==> src/rtl/led_pattern_driver.sv <==
// Multi-channel alarm/status LED driver: a shared prescaler produces slow and
// fast blink ticks; each channel has its own mode, acknowledge and auto-silence.
module led_pattern_driver #(
    parameter int CHANNELS      = 4,
    parameter int TICK_DIV      = 25_000_000,
    parameter int TIMEOUT_TICKS = 120
) (
    input  logic                  clk,
    input  logic                  reset,
    input  logic [2*CHANNELS-1:0] mode,
    input  logic [CHANNELS-1:0]   ack,
    output logic [CHANNELS-1:0]   led_out,
    output logic [CHANNELS-1:0]   timed_out
);

    typedef enum logic [1:0] {
        MODE_OFF    = 2'b00,
        MODE_STEADY = 2'b01,
        MODE_SLOW   = 2'b10,
        MODE_FAST   = 2'b11
    } mode_e;

    localparam int CNT_W = (TICK_DIV > 1) ? $clog2(TICK_DIV) : 1;
    localparam logic [CNT_W-1:0] CNT_LAST = CNT_W'(TICK_DIV - 1);
    localparam logic [CNT_W-1:0] CNT_HALF = CNT_W'(TICK_DIV / 2 - 1);

    // A zero timeout still needs a 1-bit counter so the per-channel logic elaborates.
    localparam bit TMO_EN = (TIMEOUT_TICKS > 0);
    localparam int TMO_W  = TMO_EN ? $clog2(TIMEOUT_TICKS + 1) : 1;
    localparam logic [TMO_W-1:0] TMO_LAST = TMO_W'(TMO_EN ? TIMEOUT_TICKS : 0);
    localparam logic [TMO_W-1:0] TMO_PRE  = TMO_W'(TMO_EN ? TIMEOUT_TICKS - 1 : 0);

    // Shared prescaler
    logic [CNT_W-1:0] cnt_q;
    logic             slow_tick;
    logic             fast_tick;

    assign slow_tick = (cnt_q == CNT_LAST);
    assign fast_tick = (cnt_q == CNT_HALF) || slow_tick;

    // NOTE: sequential state is written with <= so every flop samples the
    // pre-edge values of its neighbours, independent of statement order.
    always_ff @(posedge clk or posedge reset) begin
        if (reset) begin
            cnt_q <= '0;
        end else if (slow_tick) begin
            cnt_q <= '0;
        end else begin
            cnt_q <= cnt_q + CNT_W'(1);
        end
    end

    // Per-channel state
    mode_e             mode_in  [CHANNELS];
    mode_e             mode_q   [CHANNELS];
    mode_e             mode_d   [CHANNELS];
    logic [TMO_W-1:0]  tmo_q    [CHANNELS];
    logic [TMO_W-1:0]  tmo_d    [CHANNELS];
    logic [CHANNELS-1:0] led_q;
    logic [CHANNELS-1:0] led_d;
    logic [CHANNELS-1:0] acked_q;
    logic [CHANNELS-1:0] acked_d;
    logic [CHANNELS-1:0] to_q;
    logic [CHANNELS-1:0] to_d;

    for (genvar g = 0; g < CHANNELS; g++) begin : g_mode_in
        assign mode_in[g] = mode_e'(mode[2*g +: 2]);
    end

    // NOTE: every output of this block gets a hold-value default before any
    // branch, so no path leaves a signal unassigned and no latch is inferred.
    always_comb begin
        led_d   = led_q;
        acked_d = acked_q;
        to_d    = to_q;
        for (int i = 0; i < CHANNELS; i++) begin
            mode_d[i] = mode_q[i];
            tmo_d[i]  = tmo_q[i];
        end

        for (int i = 0; i < CHANNELS; i++) begin
            if (mode_in[i] != mode_q[i]) begin
                // A new mode restarts everything; blinks always open lit.
                mode_d[i]  = mode_in[i];
                acked_d[i] = 1'b0;
                to_d[i]    = 1'b0;
                tmo_d[i]   = '0;
                led_d[i]   = (mode_in[i] != MODE_OFF);
            end else if (acked_q[i] || to_q[i]) begin
                led_d[i] = 1'b0;
            end else if (ack[i] && (mode_in[i] inside {MODE_SLOW, MODE_FAST})) begin
                acked_d[i] = 1'b1;
                led_d[i]   = 1'b0;
            end else begin
                case (mode_in[i])
                    MODE_OFF:    led_d[i] = 1'b0;
                    MODE_STEADY: led_d[i] = 1'b1;
                    MODE_SLOW:   if (slow_tick) led_d[i] = ~led_q[i];
                    MODE_FAST:   if (fast_tick) led_d[i] = ~led_q[i];
                    default:     led_d[i] = 1'b0;
                endcase

                // Expiry overrides the toggle computed above.
                if (TMO_EN && slow_tick && (mode_in[i] inside {MODE_SLOW, MODE_FAST})
                    && (tmo_q[i] != TMO_LAST)) begin
                    tmo_d[i] = tmo_q[i] + TMO_W'(1);
                    if (tmo_q[i] == TMO_PRE) begin
                        to_d[i]  = 1'b1;
                        led_d[i] = 1'b0;
                    end
                end
            end
        end
    end

    // NOTE: these arrays are a handful of flops per channel rather than a RAM,
    // so every element is cleared by the asynchronous reset.
    always_ff @(posedge clk or posedge reset) begin
        if (reset) begin
            led_q   <= '0;
            acked_q <= '0;
            to_q    <= '0;
            for (int i = 0; i < CHANNELS; i++) begin
                mode_q[i] <= MODE_OFF;
                tmo_q[i]  <= '0;
            end
        end else begin
            led_q   <= led_d;
            acked_q <= acked_d;
            to_q    <= to_d;
            for (int i = 0; i < CHANNELS; i++) begin
                mode_q[i] <= mode_d[i];
                tmo_q[i]  <= tmo_d[i];
            end
        end
    end

    assign led_out   = led_q;
    assign timed_out = to_q;

endmodule

==> config.mk <==
export PLATFORM = sky130hd
export DESIGN_NAME = led_pattern_driver
export DESIGN_NICKNAME = d
export VERILOG_FILES = /design/src/rtl/led_pattern_driver.sv
export SDC_FILE = /design/constraint.sdc
export NUM_CORES = 1
export LEC_CHECK = 0
export CAP_MARGIN = 20
export CORE_MARGIN = 8
export CORE_UTILIZATION = 60
export CTS_CLUSTER_DIAMETER = 100
export DETAILED_ROUTE_END_ITERATION = 8
export PLACE_DENSITY_LB_ADDON = 0.15
export RECOVER_POWER = 50
export SYNTH_ARGS = -nofsm -noshare
export SYNTH_HDL_FRONTEND = slang
export SYNTH_SLANG_ARGS = --single-unit
==> constraint.sdc <==
create_clock -name clk -period 5.05 [get_ports clk]
set_input_delay 1.01 -clock clk [delete_from_list [all_inputs] [get_ports clk]]
set_output_delay 1.01 -clock clk [all_outputs]
set_load 0.02 [all_outputs]
After elaboration in Yosys (flattened, before gate mapping)
Cells that the tools add are included.
{"block": "totals", "reg_bits": 73, "elab_cells": 195}
{"block": "classes", "add_sub_neg": 5, "n_eq_ne": 34, "mux": 81, "bitwise_logic": 4, "reduce_logical": 53}
{"cell": "$mux 7", "count": 16}
{"cell": "$mux 1", "count": 60}
{"cell": "$reduce_bool 2->1", "count": 20}
{"cell": "$add 7x1->7 const B", "count": 4}
{"cell": "$eq 7x7->1 const B", "count": 4}
{"cell": "$ne 7x7->1 const B", "count": 4}
{"cell": "$add 25x1->25 const B", "count": 1}
{"cell": "$eq 25x24->1 const B", "count": 1}
{"cell": "$eq 25x25->1 const B", "count": 1}
{"cell": "$mux 25", "count": 1}
{"cell": "$eq 2x2->1 const B", "count": 8}
{"cell": "$ne 2x2->1 const B", "count": 8}
{"cell": "$pmux 1 s4", "count": 4}
{"cell": "$reduce_and 4->1", "count": 4}
{"cell": "$logic_and 1x1->1", "count": 12}
{"cell": "$reduce_and 3->1", "count": 4}
{"cell": "$eq 2x1->1 const B", "count": 4}
{"cell": "$logic_not 2->1", "count": 4}
{"cell": "$ne 2x2->1", "count": 4}
{"cell": "$reduce_and 2->1", "count": 4}
{"cell": "$logic_or 1x1->1", "count": 5}
{"cell": "$not 1->1", "count": 4}

Depth between registers and ports, before layout
{"block": "logic_depth", "depth_word": 9, "depth_mapped": 9, "depth_no_buf": 8}

Worst setup path after synthesis
OpenSTA, ideal clock, no wires.
{"block": "synth_timing", "path_kind": "input to register", "from": "input mode[3]", "to": "register tmo_q[15] (netlist bit)", "setup_ns": 0.132, "arrival_time_ns": 2.545, "slack_ns": 2.374, "stages": 6, "cell_sequence": "buf_4 > or4b_2 > clkbuf_1 > nor3_1 > mux2i_1 > nor2_1"}
{"block": "synth_via", "elab_chain_len": 6, "word_cells_on_any_way": 12, "cone_classes": "5 x eq/ne; 1 x mux; 6 x reduce/logical"}
{"element": "start: declaration", "line_no": "10", "rtl": "input logic [2*CHANNELS-1:0] mode,"}
{"element": "$eq 2x2->1", "line_no": "91, 104"}
{"element": "$reduce_bool 2->1", "line_no": "91, 104"}
{"element": "$logic_and 1x1->1", "line_no": "104", "rtl": "if (TMO_EN && slow_tick && (mode_in[i] inside {MODE_SLOW, MODE_FAST})"}
{"element": "$logic_and 1x1->1", "line_no": "105", "rtl": "&& (tmo_q[i] != TMO_LAST)) begin"}
{"element": "$reduce_bool 2->1 (no line)"}
{"element": "$reduce_and 3->1 (no line)"}
{"element": "end signal: indexed assignment", "line_no": "133", "rtl": "tmo_q[i] <= tmo_d[i];"}
{"element": "end: declaration", "line_no": "57", "rtl": "logic [TMO_W-1:0] tmo_q [CHANNELS];"}
Several ways; a longest one is shown, not always the timed one.
A chain may end at the register's enable or synchronous reset.

Final worst setup path
Ends and elaborated chain as after synthesis.

==> metrics.txt <==
status finished with violations; failing checks max-capacitance violations, max-slew violations; Port Buf Inserts 21; post-route cell area 0.00431 mm^2; fraction of layout cells with a size suffix above 1 8.15%; fin crit share 58.7%; Tmin final 2.97 ns; Netlist cell types 41; register bit count reported by yosys 73; worst slew pin tran 1.70 ns; die footprint 0.00923 mm^2; RSZ-0062 raised after global routing no; antenna-violating nets left 0; initial core utilization 61.3%; Syn-to-layout area delta 12.2%; vias in the first global route 2,681; drt drc 0; worst min path class reg -> reg; CTS root buf clkbuf_8; hold buffers post-CTS 0; Clock Latency Late Sink 0.34 ns; GP Congestion 0.764; CP Class in -> reg; Iter 0 DRT Violations 96; drt pass-1 iters 5; area post-placement 0.00405 mm^2; antenna diode instance count 0; Final Hold Viols 0; cell accounting for the most synthesized area dfrtp_1; Static Leak 1.82 nW; H-Tree Depth 3; Overflow after GRT 0; fmax 337 MHz; Arrival @ worst endpoint 3.18 ns; ranking of synthesized cells by area dfrtp_1 48%, xnor2_1 8.4%, nor2_1 5.1%, nand2_1 3.1%, xor2_1 3.0%; Total Wirelength 7010 um; Mapped Area 0.00384 mm^2; crit path max fanout 9; CP startpoint mode[3]; row count 29; Syn Inst Count 390; drt via density 5.58; hold slack 0.458 ns; CTS resizes 0; clock buffer depth 2; first-pass GRT wire length 12,300 um; Post-Syn Nets 413; core box area 0.00628 mm^2; Power Dens Cells 291 mW/mm^2; Overall Power 1.26 mW; CTS buffer count 9; Seq/Total Area, Yosys 47.5%; setup TNS 0 ns; Final #Nets 423; Worst Setup Start Kind input pin; Post-CTS Setup Inserts 0; Crit path required time 5.27 ns; Finish-stage setup viols 0; Syn. warnings 0; I/O pins 22; top post-synthesis cells by count 73 x dfrtp_1, 52 x nor2_1, 37 x xnor2_1; hold wc startpoint cnt_q[0]; top-count cell post-synth dfrtp_1; Post-synth top flop dfrtp_1; TritonCTS clock tree yes; asr flop ratio synth 100%; number of flops mapped to enable cells by yosys 0; drt wl/cell 14.5 um; dpl hpwl 4820 um; largest net degree at the start of global routing 47; Via Count 2,690; Rel. slew slack -13.5%; clock sink total 73; Crit. End Element flip-flop; max-cap violation count 1; Clock Skew 0.0116 ns; initial antenna violation count 0; Slew Viols, Final 47; reg2reg start cnt_q[10]; Max VDD drop 0.000212 V; Die Height 96.1 um; gr usage total 16.8%; Synth top area share 47.5%; synthesized area per cell 9.86 um^2; Clock transition at path regs 0.08 ns; Die Wd 96.1 um
final timing paths:
check                           slack [ns]          to  cells past startpoint
worst max-delay path                  2.08   tmo_q[15]                      5
worst min-delay path                  0.46    cnt_q[0]                      1
worst max register to register        2.27   tmo_q[15]                      6
worst min register to register        0.46    cnt_q[0]                      1
max in group asynchronous             2.22  acked_q[0]                      3
min in group asynchronous             1.64    tmo_q[6]                      2
flip-flops by register name, indices dropped and copies added (netlist names):
| name | flops |
|---|---|
| acked_q | 4 |
| cnt_q | 25 |
| tmo_q | 28 |
| mode_q | 8 |
| timed_out | 4 |
| led_out | 4 |
where the power goes:
group | leakage (nW) | internal [mW] | switching (mW) | total (mW)
Clock | 0.129 | 0.369 | 0.210 | 0.579
Combinational | 0.715 | 0.0305 | 0.0474 | 0.0779
Sequential | 0.973 | 0.593 | 0.00665 | 0.600
per-layer routing:
layer	track usage, %	vias up	routed length [um]
met5	0	-	0
met4	5.25	0	88
met3	5.07	10	188
met2	27.8	25	3390
met1	20.7	1294	3340
li1	-	1361	-
through the flow:
step	worst slack, ns	cells	utilization (%)
2_1_floorplan	2.19	390	-
3_3_place_gp	1.85	466	64.5
3_5_place_dp	1.78	466	64.5
4_1_cts	2.16	482	68.7
5_1_grt	1.86	482	68.7
6_report	2.08	482	68.7
worst max-delay path: stages:
cell	delay, ns
dlygate4sd3_1	0.71
or4b_2	0.78
nor3_1	0.37
mux2i_1	0.24
nor2_1	0.06
final cells by class:
class | instances | area [um^2]
Fill cell | 496 | 1960
Clock inverter | 4 | 97.6
Clock buffer | 12 | 165
Sequential cell | 73 | 1830
Timing Repair Buffer | 22 | 218
Tap cell | 77 | 96.3
Inverter | 14 | 52.6
Multi-Input combinational cell | 280 | 1860
kinds of logic after synthesis:
family          share of synthesized area, %
compound gates                          5.86
xor+xnor                                11.4
fa+ha+maj                               2.93
buf+inv                                 4.20
flops                                   47.5
mux                                     1.63
simple gates                            26.5
layout by cell type (no fill, tap or decap), types with 4 or more instances in the layout:
master / Yosys / routed
nor2_1: 52 / 52
and3_1: 14 / 14
and4_1: 4 / 4
nand2_1: 32 / 32
xnor2_1: 37 / 37
a21oi_1: 11 / 11
clkdlybuf4s50_1: 0 / 12
clkbuf_8: 0 / 12
a31oi_1: 6 / 6
dfrtp_1: 73 / 73
or3_1: 5 / 5
dlygate4sd3_1: 0 / 9
inv_1: 14 / 14
ha_1: 9 / 9
nor4_4: 4 / 4
nor3_1: 17 / 17
xor2_1: 13 / 13
mux2i_1: 4 / 4
a211oi_1: 5 / 5
o21ai_0: 7 / 7
nand3_1: 22 / 22
No activity file was read; power rests on OpenSTA's default activity.
